==> src/rtl/peripheral_wb_pkg.sv <==
// peripheral_wb_pkg: Wishbone CTI/BTE encodings, burst FSM states and next-address helpers.
// PERIPHERAL_WB_BURST_EN selects registered bursts; undefined builds issue classic cycles.
package peripheral_wb_pkg;
    localparam logic [2:0] CTI_CLASSIC = 3'b000;
    localparam logic [2:0] CTI_INCR    = 3'b010;
    localparam logic [2:0] CTI_EOB     = 3'b111;
    localparam logic [1:0] BTE_LINEAR  = 2'b00;
    localparam logic [1:0] BTE_WRAP4   = 2'b01;
    localparam logic [1:0] BTE_WRAP8   = 2'b10;
    localparam logic [1:0] BTE_WRAP16  = 2'b11;
    localparam int unsigned WRAP4_BEATS  = 4;
    localparam int unsigned WRAP8_BEATS  = 8;
    localparam int unsigned WRAP16_BEATS = 16;
`ifdef PERIPHERAL_WB_BURST_EN
    localparam bit BURST_EN = 1'b1;
`else
    localparam bit BURST_EN = 1'b0;
`endif

    typedef enum logic [2:0] {IDLE, LOAD, BUS, RETRY, DONE} burst_state_e;

    function automatic logic [63:0] wrap_mask(input logic [1:0] bte, input int unsigned nb);
        return bte == BTE_WRAP4  ? 64'(WRAP4_BEATS * nb - 1) :
               bte == BTE_WRAP8  ? 64'(WRAP8_BEATS * nb - 1) :
               bte == BTE_WRAP16 ? 64'(WRAP16_BEATS * nb - 1) : '1;
    endfunction

    // Bits under the mask advance and wrap; bits above it stay fixed.
    function automatic logic [63:0] next_adr(input logic [63:0] adr, input logic [1:0] bte,
                                             input int unsigned nb);
        logic [63:0] m;
        m = wrap_mask(bte, nb);
        return (adr & ~m) | ((adr + 64'(nb)) & m);
    endfunction
endpackage

==> src/rtl/peripheral_adr_gen_wb.sv <==
// peripheral_adr_gen_wb: burst address register, beat and retry counters with wrap arithmetic.
module peripheral_adr_gen_wb
    import peripheral_wb_pkg::*;
#(
    parameter int          AW = 32,
    parameter int unsigned NB = 4,
    parameter int          LW = 5,
    parameter int          RW = 3
) (
    input  logic          wb_clk_i,
    input  logic          wb_rst_ni,
    input  logic          load,
    input  logic [AW-1:0] start_adr,
    input  logic [1:0]    bte,
    input  logic          adv,
    input  logic          rty,
    output logic [AW-1:0] adr,
    output logic [LW-1:0] beat,
    output logic [RW-1:0] rty_cnt
);
    always_ff @(posedge wb_clk_i or negedge wb_rst_ni) begin
        if (!wb_rst_ni) begin
            adr     <= '0;
            beat    <= '0;
            rty_cnt <= '0;
        end else if (load) begin
            adr     <= start_adr & ~AW'(NB - 1);
            beat    <= '0;
            rty_cnt <= '0;
        end else if (adv) begin
            adr     <= AW'(next_adr(64'(adr), bte, NB));
            beat    <= beat + 1'b1;
            rty_cnt <= '0;
        end else if (rty) begin
            rty_cnt <= rty_cnt + 1'b1;
        end
    end
endmodule

==> src/rtl/peripheral_burst_master_wb.sv <==
// peripheral_burst_master_wb: one command becomes one Wishbone B3 burst with streamed data.
// PERIPHERAL_WB_BURST_EN enables incrementing/wrapping bursts; otherwise each beat is a classic cycle.
module peripheral_burst_master_wb
    import peripheral_wb_pkg::*;
#(
    parameter int  DW        = 32,
    parameter int  AW        = 32,
    parameter int  MAX_LEN   = 16,
    parameter int  RETRY_MAX = 3,
    localparam int LW        = $clog2(MAX_LEN + 1)
) (
    input  logic            wb_clk_i,
    input  logic            wb_rst_ni,
    input  logic            cmd_valid_i,
    output logic            cmd_ready_o,
    input  logic            cmd_we_i,
    input  logic [AW-1:0]   cmd_adr_i,
    input  logic [LW-1:0]   cmd_len_i,
    input  logic [1:0]      cmd_bte_i,
    input  logic [DW/8-1:0] cmd_sel_i,
    input  logic            wdat_valid_i,
    output logic            wdat_ready_o,
    input  logic [DW-1:0]   wdat_i,
    output logic            rdat_valid_o,
    output logic [DW-1:0]   rdat_o,
    output logic            rdat_last_o,
    output logic            done_o,
    output logic            err_o,
    output logic [AW-1:0]   wb_adr_o,
    output logic [DW-1:0]   wb_dat_o,
    output logic [DW/8-1:0] wb_sel_o,
    output logic            wb_we_o,
    output logic [1:0]      wb_bte_o,
    output logic [2:0]      wb_cti_o,
    output logic            wb_cyc_o,
    output logic            wb_stb_o,
    input  logic [DW-1:0]   wb_dat_i,
    input  logic            wb_ack_i,
    input  logic            wb_err_i,
    input  logic            wb_rty_i
);
    localparam int unsigned NB = DW / 8;
    localparam int          RW = $clog2(RETRY_MAX + 2);

    burst_state_e  state;
    logic [LW-1:0] len_q, beat;
    logic [RW-1:0] rty_cnt;
    logic [1:0]    bte_q;
    logic          load, adv, rty, last, ack_ok, rty_ok, bad_len;

    assign ack_ok       = wb_ack_i && !wb_err_i;
    assign rty_ok       = wb_rty_i && !wb_ack_i && !wb_err_i;
    assign last         = beat == len_q - LW'(1);
    assign bad_len      = cmd_len_i == '0 || cmd_len_i > LW'(MAX_LEN);
    assign load         = state == IDLE && cmd_valid_i;
    assign adv          = state == BUS && ack_ok;
    assign rty          = state == BUS && rty_ok;
    assign wdat_ready_o = state == LOAD || (BURST_EN && adv && wb_we_o && !last);
    assign wb_cti_o     = BURST_EN && wb_stb_o ? (last ? CTI_EOB : CTI_INCR) : CTI_CLASSIC;
    assign wb_bte_o     = BURST_EN ? bte_q : BTE_LINEAR;

    peripheral_adr_gen_wb #(.AW(AW), .NB(NB), .LW(LW), .RW(RW)) u_adr_gen (
        .wb_clk_i  (wb_clk_i),
        .wb_rst_ni (wb_rst_ni),
        .load      (load),
        .start_adr (cmd_adr_i),
        .bte       (wb_bte_o),
        .adv       (adv),
        .rty       (rty),
        .adr       (wb_adr_o),
        .beat      (beat),
        .rty_cnt   (rty_cnt)
    );

    always_ff @(posedge wb_clk_i or negedge wb_rst_ni) begin
        if (!wb_rst_ni) begin
            state        <= IDLE;
            cmd_ready_o  <= 1'b1;
            wb_cyc_o     <= 1'b0;
            wb_stb_o     <= 1'b0;
            wb_we_o      <= 1'b0;
            wb_sel_o     <= '0;
            wb_dat_o     <= '0;
            bte_q        <= '0;
            len_q        <= '0;
            rdat_valid_o <= 1'b0;
            rdat_o       <= '0;
            rdat_last_o  <= 1'b0;
            done_o       <= 1'b0;
            err_o        <= 1'b0;
        end else begin
            rdat_valid_o <= 1'b0;
            rdat_last_o  <= 1'b0;
            done_o       <= 1'b0;
            case (state)
                IDLE: if (cmd_valid_i) begin
                    cmd_ready_o <= 1'b0;
                    wb_we_o     <= cmd_we_i;
                    wb_sel_o    <= cmd_sel_i;
                    bte_q       <= cmd_bte_i;
                    len_q       <= cmd_len_i;
                    err_o       <= bad_len;
                    done_o      <= bad_len;
                    state       <= bad_len ? DONE : cmd_we_i ? LOAD : BUS;
                    wb_cyc_o    <= !bad_len && (BURST_EN || !cmd_we_i);
                    wb_stb_o    <= !bad_len && !cmd_we_i;
                end
                LOAD: if (wdat_valid_i) begin
                    wb_dat_o <= wdat_i;
                    wb_cyc_o <= 1'b1;
                    wb_stb_o <= 1'b1;
                    state    <= BUS;
                end
                BUS: begin
                    if (ack_ok && !wb_we_o) begin
                        rdat_valid_o <= 1'b1;
                        rdat_o       <= wb_dat_i;
                        rdat_last_o  <= last;
                    end
                    if (wb_err_i || (ack_ok && last) || (rty_ok && rty_cnt == RW'(RETRY_MAX))) begin
                        state    <= DONE;
                        wb_cyc_o <= 1'b0;
                        wb_stb_o <= 1'b0;
                        done_o   <= 1'b1;
                        err_o    <= !ack_ok;
                    end else if (rty_ok || (ack_ok && !BURST_EN && !wb_we_o)) begin
                        // RETRY doubles as the idle gap between classic read beats
                        state    <= RETRY;
                        wb_cyc_o <= 1'b0;
                        wb_stb_o <= 1'b0;
                    end else if (ack_ok) begin
                        if (BURST_EN && wdat_valid_i) begin
                            wb_dat_o <= wdat_i;
                        end else begin
                            state    <= LOAD;
                            wb_cyc_o <= BURST_EN;
                            wb_stb_o <= 1'b0;
                        end
                    end
                end
                RETRY: begin
                    state    <= BUS;
                    wb_cyc_o <= 1'b1;
                    wb_stb_o <= 1'b1;
                end
                DONE: begin
                    state       <= IDLE;
                    cmd_ready_o <= 1'b1;
                end
                default: state <= IDLE;
            endcase
        end
    end
endmodule

==> config.mk <==
export PLATFORM = sky130hd
export DESIGN_NAME = peripheral_burst_master_wb
export DESIGN_NICKNAME = d
export VERILOG_FILES = /design/src/rtl/peripheral_wb_pkg.sv /design/src/rtl/peripheral_adr_gen_wb.sv /design/src/rtl/peripheral_burst_master_wb.sv
export SDC_FILE = /design/constraint.sdc
export NUM_CORES = 1
export LEC_CHECK = 0
export BUFFER_PORTS_ARGS = -buffer_cell sky130_fd_sc_hd__buf_2
export CAP_MARGIN = 0
export CORE_MARGIN = 1
export CORE_UTILIZATION = 48
export CTS_CLUSTER_DIAMETER = 120
export CTS_CLUSTER_SIZE = 10
export DETAILED_ROUTE_END_ITERATION = 16
export PLACE_DENSITY = 0.8
export SLEW_MARGIN = 5
export SYNTH_ARGS = -nofsm -noshare
export SYNTH_HDL_FRONTEND = slang
export SYNTH_SLANG_ARGS = --single-unit
==> constraint.sdc <==
create_clock -name wb_clk_i -period 2.85 [get_ports wb_clk_i]
set_clock_uncertainty 0.2 [all_clocks]
set_input_delay 0 -clock wb_clk_i [delete_from_list [all_inputs] [get_ports wb_clk_i]]
set_output_delay 0 -clock wb_clk_i [all_outputs]
set_load 0.02 [all_outputs]
Word level (Yosys, flattened, before mapping)
Cells that the tools add are included.
{ "word_totals": {"reg_bits": 123, "in_bits": 115, "out_inout_bits": 114, "elab_cells": 97} }
{ "op_classes": {"add_sub_neg": 4, "magnitude_cmp": 1, "n_eq_ne": 10, "mux": 33, "reduce_logical": 34} }
{ "op_table": {"columns": ["op", "n"], "rows": [
  ["32-bit two-way mux", 2],
  ["32-bit by 3-bit adder with 32-bit output (second input constant)", 1],
  ["3-bit two-way mux", 9],
  ["1-bit two-way mux", 14],
  ["3-bit one-hot mux with 4 select lines", 1],
  ["1-bit logical AND", 10],
  ["5-bit two-way mux", 2],
  ["3-bit by 2-bit equality test with 1-bit output (second input constant)", 3],
  ["2-bit AND reduction", 4],
  ["1-bit zero test", 6],
  ["1-bit one-hot mux with 2 select lines", 3],
  ["3-bit AND reduction", 2],
  ["2-bit nonzero test", 3],
  ["5-bit by 1-bit adder with 5-bit output (second input constant)", 1],
  ["5-bit equality test", 1],
  ["5-bit > comparator (second input constant)", 1],
  ["5-bit zero test", 1],
  ["5-bit by 1-bit subtractor with 5-bit output (second input constant)", 1],
  ["1-bit logical OR", 4],
  ["2-bit inequality test (second input constant)", 2],
  ["4-bit by 2-bit inequality test with 1-bit output (second input constant)", 1],
  ["1-bit one-hot mux with 4 select lines", 1],
  ["4-bit AND reduction", 1],
  ["4-bit nonzero test", 1],
  ["other kinds (7)", 7]
]} }

Logic depth before layout (Yosys ltp)
Gate-level depths: netlist of the first run.
{ "logic_depth": {"depth_word": 7, "mapped_depth": 8} }

Hierarchy
From an unflattened synthesis of the first run, not the netlist that was laid out.
{ "hier_totals": {"hier_cells": 493, "hier_area_um2": 5869.4} }
{ "by_module_without_submodules": {"columns": ["module", "instances", "cells_per_inst", "area_each_um2", "seq_area_each_um2"], "rows": [
  ["peripheral_burst_master_wb", 1, 238, 3572.2, 2078.2],
  ["peripheral_adr_gen_wb", 1, 255, 2297.2, 950.9]
]} }

Worst setup path after synthesis of the first run
No wires, ideal clock.
{ "synth_timing": {"path_kind": "register to register", "from": "register state[1]", "to": "register wb_dat_o[0]", "t_arrival_ps": 2203, "path_slack_ps": 322, "stages_incl_launch_ff": 7, "path_buffers": 3, "period_less_slack_ps": 2528, "cell_sequence": "dfrtp_1 > buf_2 > nor3b_1 > and2_1 > clkbuf_1 > buf_1 > mux2_2"} }
{ "synth_via": {"elab_chain_cells": 2} }
{ "synth_rtl": {"columns": ["item", "line_no", "text"], "rows": [
  ["start, declared", "peripheral_burst_master_wb.sv:45", "burst_state_e state;"],
  ["start signal, assigned", "peripheral_burst_master_wb.sv:104", "state <= bad_len ? DONE : cmd_we_i ? LOAD : BUS;"],
  ["3-bit by 1-bit equality test with 1-bit output", null, null],
  ["net wdat_ready_o", "peripheral_burst_master_wb.sv:22", "output logic wdat_ready_o,"],
  ["2-bit AND reduction (no line)", null, null],
  ["end signal, assigned", "peripheral_burst_master_wb.sv:109", "wb_dat_o <= wdat_i;"],
  ["end signal, assigned", "peripheral_burst_master_wb.sv:133", "wb_dat_o <= wdat_i;"],
  ["end, declared", "peripheral_burst_master_wb.sv:30", "output logic [DW-1:0] wb_dat_o,"]
]} }
The timed path passes the listed nets, and every way through them passes these cells.
A chain may end at the register's enable or synchronous reset.

Worst setup path after layout of the first run
{ "layout_timing": {"from": "register u_adr_gen.rty_cnt[1]", "to": "register state[0]"} }
{ "layout_via": {"elab_chain_cells": 5} }
{ "layout_rtl": {"columns": ["item", "line_no", "text"], "rows": [
  ["start, declared", "peripheral_adr_gen_wb.sv:19", "output logic [RW-1:0] rty_cnt"],
  ["start signal, assigned", "peripheral_adr_gen_wb.sv:35", "rty_cnt <= rty_cnt + 1'b1;"],
  ["3-bit by 2-bit equality test with 1-bit output *", "peripheral_burst_master_wb.sv:120", "if (wb_err_i || (ack_ok && last) || (rty_ok && rty_cnt == RW'(RETRY_MAX))) begin"],
  ["1-bit logical AND *", "peripheral_burst_master_wb.sv:120", null],
  ["1-bit logical OR *", "peripheral_burst_master_wb.sv:120", null],
  ["4-bit by 2-bit inequality test with 1-bit output (no line) / 3-bit two-way mux (equally long branches)", null, null],
  ["3-bit AND reduction (no line) / 3-bit one-hot mux with 4 select lines (equally long branches)", null, null]
]} }
Mark *: on every way between the ends. The rest lies on a longest branch, timed or not.

==> results of run 1 <==
synthesized netlist by cell type, types with 2 or more instances:
cell	number	area [um2]
ha_1	5	62.6
nor2_1	26	97.6
o22ai_1	2	12.5
clkbuf_1	12	45.0
a211oi_1	2	15.0
buf_2	6	30.0
buf_4	8	60.1
o21ai_2	2	17.5
xor2_1	20	175
nand3_1	13	65.1
nand3b_1	2	15.0
nand2_1	70	263
xnor2_1	20	175
mux2_2	65	732
buf_1	3	11.3
o21ai_1	6	30.0
nor4_1	2	12.5
a21oi_1	7	35.0
dfrtp_1	120	3000
and3_1	3	18.8
buf_6	2	22.5
a22oi_1	2	15.0
nor3_1	4	20.0
nor3_2	3	30.0
nor4b_1	4	35.0
and2_1	4	25.0
nand4_1	15	93.8
nor4_4	2	42.5
o31ai_1	2	15.0
inv_1	9	33.8
o21ai_0	25	125
timing repair:
item / CTS / global route
hold buffers: 114 / 0
endpoints found under the hold margin: 180 / 0
buffers inserted: 0 / 0
cell families (layout without fill, tap and decap cells):
family / Yosys count / in the layout / share of synthesized area
AO/OA/AOI/OAI: 57 / 57 / 0.0621
XOR/XNOR: 40 / 40 / 0.0632
adder cells (fa/ha/maj): 5 / 5 / 0.0113
buffers and inverters: 40 / 379 / 0.0366
flip-flops: 121 / 121 / 0.547
multiplexers: 65 / 65 / 0.132
other: 1 / 10 / 0.000677
AND/OR/NAND/NOR: 158 / 158 / 0.148
metal layers:
layer / global-route usage / wire length, um
met4: 0.153 / 620
met3: 0.0913 / 1260
met5: 0 / 0
met2: 0.550 / 9390
met1: 0.328 / 6590
power groups by stage:
stage                     Sequential (mW)  Clock [mW]  Combinational, mW
after CTS                            3.15        1.91               3.66
final                                3.21        1.90               3.76
after detailed placement             3.15           0               3.50
after floorplan                      3.96           0               1.43
after global placement               3.10           0               3.41
after global routing                 3.30        1.99               4.02
stage by stage:
step	total power [mW]	area, um2	util
after floorplan	5.38	5570	-
after global placement	6.51	6780	0.615
after detailed placement	6.65	6780	0.615
after CTS	8.72	8430	0.765
after global routing	9.31	8440	0.765
final	8.87	8440	0.765
area by class of cell:
class | count | area share
sequential | 121 | 0.359
multi-input combinational | 332 | 0.278
timing repair buffer | 342 | 0.277
clock buffer | 24 | 0.0582
tap | 140 | 0.0207
inverter | 9 | 0.00400
clock inverter | 4 | 0.00237
antenna | 3 | 0.000889
state kept, by name (all words and copies together) (netlist names):
signal	cells
rdat_last_o	1
wb_we_o	1
done_o	1
err_o	1
u_adr_gen.rty_cnt	3
state	3
rdat_valid_o	1
rdat_o	32
cmd_ready_o	1
wb_dat_o	32
len_q	5
u_adr_gen.adr	30
wb_sel_o	4
wb_stb_o	1
u_adr_gen.beat	5
cells in the final DEF (no fill, tap or decap), types with 5 or more instances in the layout:
| cell type | netlist | routed |
|---|---|---|
| o21ai_1 | 6 | 6 |
| a21oi_1 | 7 | 7 |
| conb_1 | 1 | 7 |
| buf_4 | 8 | 10 |
| nand2_1 | 70 | 70 |
| ha_1 | 5 | 5 |
| clkbuf_16 | 0 | 17 |
| xnor2_1 | 20 | 20 |
| nand4_1 | 15 | 15 |
| nor2_1 | 26 | 25 |
| mux2_2 | 65 | 65 |
| nand3_1 | 13 | 13 |
| o21ai_0 | 25 | 25 |
| inv_1 | 9 | 9 |
| xor2_1 | 20 | 20 |
| buf_2 | 6 | 216 |
| dfrtp_1 | 120 | 120 |
| dlygate4sd3_1 | 0 | 114 |
path summary, 6_finish.rpt:
kind | start | to | slack, ns | cells after the start
worst min register to register | wb_sel_o[1] | wb_sel_o[1] | 0.29 | 2
min in group wb_clk_i | cmd_adr_i[4] | u_adr_gen.adr[4] | 0.13 | 4
worst max register to register | u_adr_gen.rty_cnt[1] | state[0] | 0.13 | 8
worst max-delay path | u_adr_gen.rty_cnt[1] | state[0] | 0.13 | 8
worst min-delay path | wb_rst_ni | rdat_o[19] | 0.02 | 2
max in group asynchronous | wb_rst_ni | wb_dat_o[20] | 1.58 | 3
worst max-delay path, delay by kind of cell, from the launching register on:
kind | cells | cell delay (ns)
compound gates | 2 | 0.37
buf+inv | 2 | 1.14
simple gates | 2 | 0.16
fa+ha+maj | 2 | 0.37
flops | 1 | 0.41
==> impl_metrics.yaml, run 1 <==
logic_synthesis:
  synth_ff_type: "dfrtp_1"
  synthCells: 487
  async_flop_share: 1.00
  ys_ff_latch: 121
  synth-edff-count: 0
  synth_warnings: 0
  syn_avg_cell_area_um2: 11.4
  syn_area_mm2: 0.00554
  synth.distinct_cells: 52
  seq_area_frac_synth: 0.547
sta:
  fin_crit_sh: 0.954
  whs_ns: 0.0156
  max_freq_mhz: 368
  post-route-min-period_ns: 2.72
  slew_viol_final: 0
  setup_violations: 0
  setup_tns_ns: 0
  worst_pin_slew_ns: 0.889
  setup_ws_ns: 0.132
  finalHoldViolations: 0
  rsz0062_at_grt: "no"
  slew_headroom: 0.407
cts:
  clk_latency_ns: 0.42
  htreeDepth: 4
  cts-buffers-inserted: 17
  cts_tree: "yes"
  clk_path_buf_depth: 2
  cts.clk_slew.worst_paths_ns: 0.05
  clock_sinks: 121
  cts_resized: 0
  root_buffer: "clkbuf_16"
pwr:
  sequentialPowerShare: 0.362
  comb_power_share: 0.424
  pwr-share-clk: 0.214
  p_sw_frac: 0.410
  powerDensity_mw_per_mm2: 1050
  power_switching_mw: 3.64
  irDropWorstVdd_mv: 0.705
  p_int_mw: 5.23
  p_leak_nw: 4.03
floorplan:
  die_h_um: 109
  core_mm2: 0.0110
  fp-row-count: 38
  start_util: 0.502
  fp.dieW_um: 109
  num_io_pins: 229
  dieArea_mm2: 0.0120
layout:
  final_nets: 943
  multiInputGateArea_mm2: 0.00235
  syn_to_final_growth_pct: 52.3
  regArea_mm2: 0.00303
  nFillCells: 682
  finalNonFillerCells: 975
  drive_gt1_frac: 0.401
setup_path:
  endpoint_kind: "flip-flop"
  worstPathRequired_ns: 3.00
  crit_slowest_cell: "dlygate4sd3_1"
  worst-setup-path-type: "reg2reg"
  crit_path_max_fanout: 3
  cp_data_arrival_time_ns: 2.87
  crit_chain: "ha_1 > ha_1 > a31o_2 > dlygate4sd3_1 > nor2_1 > nand2_1 > o21ai_0 > dlygate4sd3_1"
  cpPeakStageDelay_ns: 0.58
  worstSetupStartpointType: "flip-flop"
detailed_routing:
  wl_per_cell_um: 18.3
  first_iter_violations: 261
  drtPass1Iterations: 5
  via_count: 5180
  avgViaCountPerCell: 5.31
  drc: 0
  ant_nets: 0
  drt_wl_total_mm: 17.9
placed_design:
  dpl_worst_slack_ns: 0.277
  io_buffers: 217
  place.detailed.hpwl_mm: 10.2
  dp.cells: 830
  gp_congestion: 0.815
grt:
  grt_pass1_wl_mm: 27.0
  gr-usage-all-layers: 0.307
  antenna_found_initial: 2
  grt.overflow.total: 0
  grt_max_degree: 67
  grt_pass1_vias: 5394
worst_hold_path:
  hp-class: "in2async"
flow_run:
  maxCapViolCount: 0
outcome:
  status: "finished, final reports clean"
Note: power is estimated with default switching activity, not from simulation.
==> run 2: changes to the inputs <==
--- a/config.mk
+++ b/config.mk
@@ -8,11 +8,12 @@
 export BUFFER_PORTS_ARGS = -buffer_cell sky130_fd_sc_hd__buf_2
 export CAP_MARGIN = 0
 export CORE_MARGIN = 1
-export CORE_UTILIZATION = 48
+export CORE_UTILIZATION = 50
+export CTS_BUF_LIST = sky130_fd_sc_hd__clkbuf_2 sky130_fd_sc_hd__clkbuf_4 sky130_fd_sc_hd__clkbuf_8
 export CTS_CLUSTER_DIAMETER = 120
 export CTS_CLUSTER_SIZE = 10
 export DETAILED_ROUTE_END_ITERATION = 16
-export PLACE_DENSITY = 0.8
+export PLACE_DENSITY = 0.83
 export SLEW_MARGIN = 5
 export SYNTH_ARGS = -nofsm -noshare
 export SYNTH_HDL_FRONTEND = slang
==> impl_metrics.yaml, run 2 (synthesis gave the netlist of run 1 again) <==
outcome:
  status: "finished, final reports clean"
pwr:
  p_leak_nw: 4.00
  total_power_mw: 8.70
  irDropWorstVdd_mv: 0.716
  powerDensity_mw_per_mm2: 1030
floorplan:
  die_h_um: 107
  start_util: 0.511
  fp-row-count: 38
  core_mm2: 0.0108
  num_io_pins: 229
  dieArea_mm2: 0.0115
  fp.dieW_um: 107
setup_path:
  setup.worst_path.start: "u_adr_gen.rty_cnt[1]"
  r2r_slack_ns: 0.16
  endpoint: "state[0]"
  timing.rr.end: "state[0]"
  endpoint_kind: "flip-flop"
  crit_path_max_fanout: 2
  cp_data_arrival_time_ns: 2.88
  r2r_start: "u_adr_gen.rty_cnt[1]"
  crit_chain: "ha_1 > ha_1 > a31o_2 > dlygate4sd3_1 > nor2_1 > nand2_1 > o21ai_1 > dlygate4sd3_1"
  cpPeakStageDelay_ns: 0.58
  worstSetupStartpointType: "flip-flop"
  critical-path-top-delay-family: "buffers and inverters"
  worstPathRequired_ns: 3.04
  cp.depth: 8
  crit_buf_inv: 2
  worst-setup-path-type: "reg2reg"
  crit_slowest_cell: "dlygate4sd3_1"
  reg2regPathDepth: 8
cts:
  cts.clk_slew.worst_paths_ns: 0.08
  cts_tree: "yes"
  htreeDepth: 4
  cts-buffers-inserted: 17
  clock_sinks: 121
  clk_latency_ns: 0.45
  root_buffer: "clkbuf_8"
  clk_path_buf_depth: 2
layout:
  layout_commonest_cell: "buf_2"
  syn_to_final_growth_pct: 52.6
  final_nets: 955
  finalNonFillerCells: 989
  drive_gt1_frac: 0.404
  nFillCells: 675
  biggestRegsByFlops: "rdat_o: 32 flops, wb_dat_o: 32 flops, u_adr_gen.adr: 30 flops"
  final_cell_mix: "buf_2 (216), dlygate4sd3_1 (124), dfrtp_1 (120)"
sta:
  setup_tns_ns: 0
  finalHoldViolations: 0
  slew_headroom: 0.389
  post-route-min-period_ns: 2.69
  fin_crit_sh: 0.944
  setup_violations: 0
  slew_viol_final: 0
  worst_pin_slew_ns: 0.916
  max_freq_mhz: 372
  rsz0062_at_grt: "no"
detailed_routing:
  via_count: 5125
  drc: 0
  drt_wl_total_mm: 17.1
  drtPass1Iterations: 4
  first_iter_violations: 370
  ant_nets: 0
  avgViaCountPerCell: 5.18
  wl_per_cell_um: 17.3
placed_design:
  dp.cells: 830
  gp_congestion: 0.861
  io_buffers: 217
  place.detailed.hpwl_mm: 10.0
grt:
  use_met3: 0.0950
  grt_most_used_layer: "met2"
  grt_pass1_vias: 5398
  use_met1: 0.335
  gr-usage-all-layers: 0.310
  grt_max_degree: 69
  grt_use_met2: 0.556
  grt.overflow.total: 0
  antenna_found_initial: 1
  grt_pass1_wl_mm: 26.6
flow_run:
  maxCapViolCount: 0
worst_hold_path:
  hp-class: "in2async"
run 2: changes by cell type in the layout (fill, tap and decap cells not counted), sizes merged:
cell | previous run | this run
buf | 228 | 230
bufinv | 0 | 4
clkbuf | 24 | 17
clkinvlp | 0 | 6
diode | 3 | 1
dlygate4sd3 | 114 | 124
inv | 9 | 10
run 2: final cells by class:
cell class                 instances  area, um2  share of cell area
multi-input combinational        332       2340               0.277
timing repair buffer             354       2440               0.288
sequential                       121       3030               0.358
inverter                           9       33.8             0.00399
clock buffer                      17        234              0.0277
clock inverter                    15        201              0.0238
antenna                            1       2.50            0.000296
tap                              140        175              0.0207
run 2: worst min-delay path by stage:
stage,start,end,slack (ns),cells past startpoint
2_1_floorplan,wb_rst_ni,done_o,-0.50,0
3_3_place_gp,wb_rst_ni,u_adr_gen.adr[15],-0.03,1
3_5_place_dp,wb_rst_ni,u_adr_gen.adr[15],-0.02,1
4_1_cts,wb_rst_ni,u_adr_gen.adr[14],0.03,2
5_1_grt,wb_rst_ni,wb_dat_o[10],0.1,2
6_report,wb_rst_ni,u_adr_gen.adr[12],0.02,2
run 2: stage by stage:
| step | util | area, um2 | hold slack, ns | setup slack, ns |
|---|---|---|---|---|
| 5_1_grt | 0.780 | 8460 | 0.0967 | 0.0195 |
| 3_3_place_gp | 0.624 | 6760 | -0.0328 | 0.402 |
| 2_1_floorplan | - | 5570 | -0.496 | 0.322 |
| 4_1_cts | 0.779 | 8440 | 0.0313 | 0.125 |
| 3_5_place_dp | 0.624 | 6760 | -0.0220 | 0.363 |
| 6_report | 0.780 | 8460 | 0.0153 | 0.160 |
run 2: what timing repair did:
| action | 4_1_cts | 5_1_grt |
|---|---|---|
| hold endpoints to repair | 183 | 0 |
| endpoints found under the setup margin | 0 | 1 |
| gates resized for setup | 0 | 1 |
| hold buffers | 124 | 0 |
| buffers inserted | 0 | 2 |
run 2: per-layer routing:
metal	part of all wire	wire length, um
met5	0	0
met4	0.033	569
met3	0.075	1280
met2	0.52	8840
met1	0.37	6410
run 2: report_power, final:
group          switching, mW  leakage, nW  internal (mW)
clock                  0.737        0.200          0.952
combinational           2.22         2.30           1.58
sequential             0.680         1.50           2.52
==> run 3: changes to the inputs <==
--- a/config.mk
+++ b/config.mk
@@ -5,15 +5,17 @@
 export SDC_FILE = /design/constraint.sdc
 export NUM_CORES = 1
 export LEC_CHECK = 0
-export BUFFER_PORTS_ARGS = -buffer_cell sky130_fd_sc_hd__buf_2
+export BUFFER_PORTS_ARGS = -buffer_cell sky130_fd_sc_hd__buf_4
 export CAP_MARGIN = 0
+export CELL_PAD_IN_SITES_DETAIL_PLACEMENT = 1
+export CELL_PAD_IN_SITES_GLOBAL_PLACEMENT = 1
 export CORE_MARGIN = 1
-export CORE_UTILIZATION = 50
+export CORE_UTILIZATION = 38
 export CTS_BUF_LIST = sky130_fd_sc_hd__clkbuf_2 sky130_fd_sc_hd__clkbuf_4 sky130_fd_sc_hd__clkbuf_8
 export CTS_CLUSTER_DIAMETER = 120
 export CTS_CLUSTER_SIZE = 10
 export DETAILED_ROUTE_END_ITERATION = 16
-export PLACE_DENSITY = 0.83
+export PLACE_DENSITY_LB_ADDON = 0.1
 export SLEW_MARGIN = 5
 export SYNTH_ARGS = -nofsm -noshare
 export SYNTH_HDL_FRONTEND = slang
==> impl_metrics.yaml, run 3 (synthesis gave the netlist of run 1 again) <==
outcome:
  status: "finished, final reports clean"
sta:
  whs_ns: 0.0307
  fin_crit_sh: 0.941
  slew_headroom: 0.367
  max_freq_mhz: 373
  worst_pin_slew_ns: 0.950
  slew_viol_final: 0
  finalHoldViolations: 0
  post-route-min-period_ns: 2.68
  setup_tns_ns: 0
  rsz0062_at_grt: "no"
  setup_violations: 0
detailed_routing:
  wl_met3_mm: 1.27
  avgViaCountPerCell: 4.94
  via_count: 5034
  first_iter_violations: 239
  routed.top_layer: "met4"
  ant_nets: 0
  met1_length_mm: 7.75
  drt_wl_total_mm: 19.7
  dr_wl_met2_mm: 10.3
  wl_per_cell_um: 19.3
  drtPass1Iterations: 4
  drc: 0
setup_path:
  reg2regPathDepth: 8
  worstPathRequired_ns: 3.00
  r2r_start: "len_q[0]"
  cp_data_arrival_time_ns: 2.83
  timing.rr.end: "state[2]"
  endpoint_kind: "flip-flop"
  crit_path_max_fanout: 4
  worstSetupStartpointType: "flip-flop"
  worst-setup-path-type: "reg2reg"
  r2r_slack_ns: 0.17
cts:
  root_buffer: "clkbuf_8"
  clock_sinks: 121
  cts.clk_slew.worst_paths_ns: 0.08
  cts-buffers-inserted: 17
  htreeDepth: 4
  cts_setup_buffers: 0
  clk_path_buf_depth: 2
  clk_latency_ns: 0.44
  cts_tree: "yes"
layout:
  biggestRegsByFlops: "rdat_o: 32 flops, wb_dat_o: 32 flops, u_adr_gen.adr: 30 flops"
  antenna_cells: 0
  final_core_util: 0.638
  finalInstanceArea_mm2: 0.00895
  drive_gt1_frac: 0.411
  final_cell_mix: "buf_4 (229), dfrtp_1 (120), dlygate4sd3_1 (116)"
  layout_commonest_cell: "buf_4"
  syn_to_final_growth_pct: 61.5
  final_nets: 947
grt:
  gr-usage-all-layers: 0.274
  grt_max_degree: 72
  grt_pass1_vias: 5581
  grt_pass1_wl_mm: 30.5
  antenna_found_initial: 0
  grt.overflow.total: 0
floorplan:
  dieArea_mm2: 0.0151
  die_h_um: 123
  num_io_pins: 229
  fp.dieW_um: 123
  fp-row-count: 43
  core_mm2: 0.0140
  start_util: 0.395
pwr:
  irDropWorstVdd_mv: 0.630
  p_leak_nw: 4.15
  powerDensity_mw_per_mm2: 1020
placed_design:
  io_buffers: 217
  placed_area_mm2: 0.00737
  gp_congestion: 0.755
  place.detailed.hpwl_mm: 11.7
worst_hold_path:
  hp-class: "in2async"
flow_run:
  maxCapViolCount: 0
[run 3: changes by cell type in the layout (fill, tap and decap cells not counted), sizes merged]
cell,before,now
dlygate4sd3,124,116
clkinvlp,6,3
clkbuf,17,20
clkinv,4,6
bufinv,4,3
inv,10,9
diode,1,0
[run 3: worst max path at each step]
stage / to / from / depth (start not counted) / slack (ns)
4_1_cts: state[0] / state[2] / 5 / 0.14
6_report: state[2] / len_q[0] / 8 / 0.17
2_1_floorplan: wb_dat_o[0] / state[1] / 6 / 0.32
5_1_grt: u_adr_gen.adr[3] / state[0] / 7 / 0.02
3_5_place_dp: u_adr_gen.adr[24] / state[2] / 5 / 0.34
3_3_place_gp: u_adr_gen.adr[24] / state[2] / 5 / 0.38
[run 3: timing repair]
| action | CTS | global route |
|---|---|---|
| hold buffers | 116 | 0 |
| endpoints found under the hold margin | 186 | 0 |
| gates resized for setup | 0 | 2 |
| endpoints found under the setup margin | 0 | 2 |
[run 3: through the flow]
stage               instances  total power [mW]  setup slack [ns]
CTS                      1020              9.07             0.144
floorplan                 493              5.38             0.322
global placement          872              7.04             0.375
global route             1020              9.66            0.0192
finish                   1020              9.17             0.167
detailed placement        872              7.22             0.344
[run 3: worst max-delay path: stages, from the launching register on]
cell and delay (ns):
dfrtp_1 0.42, inv_1 0.10, ha_1 0.26, nand4bb_1 0.16, a211oi_2 0.30, o2111ai_1 0.26
nor2b_1 0.22, dlygate4sd3_1 0.55, o22ai_1 0.11
[run 3: layer usage]
layer  GRT usage  vias up
li1            -     2352
met2       0.485      153
met3      0.0790       28
met4      0.0983        0
met5           0        -
met1       0.312     2501
[run 3: report_power, final]
group | internal (mW) | switching (mW)
registers | 2.52 | 0.727
clock network | 0.903 | 0.739
logic | 1.99 | 2.29
total | 5.41 | 3.75
[run 3: final cells by class]
class / count / area [um2]
fill: 1488 / 5090
sequential: 121 / 3030
timing repair buffer: 346 / 2900
multi-input combinational: 332 / 2350
clock buffer: 20 / 263
tap: 180 / 225
clock inverter: 12 / 150
inverter: 9 / 33.8
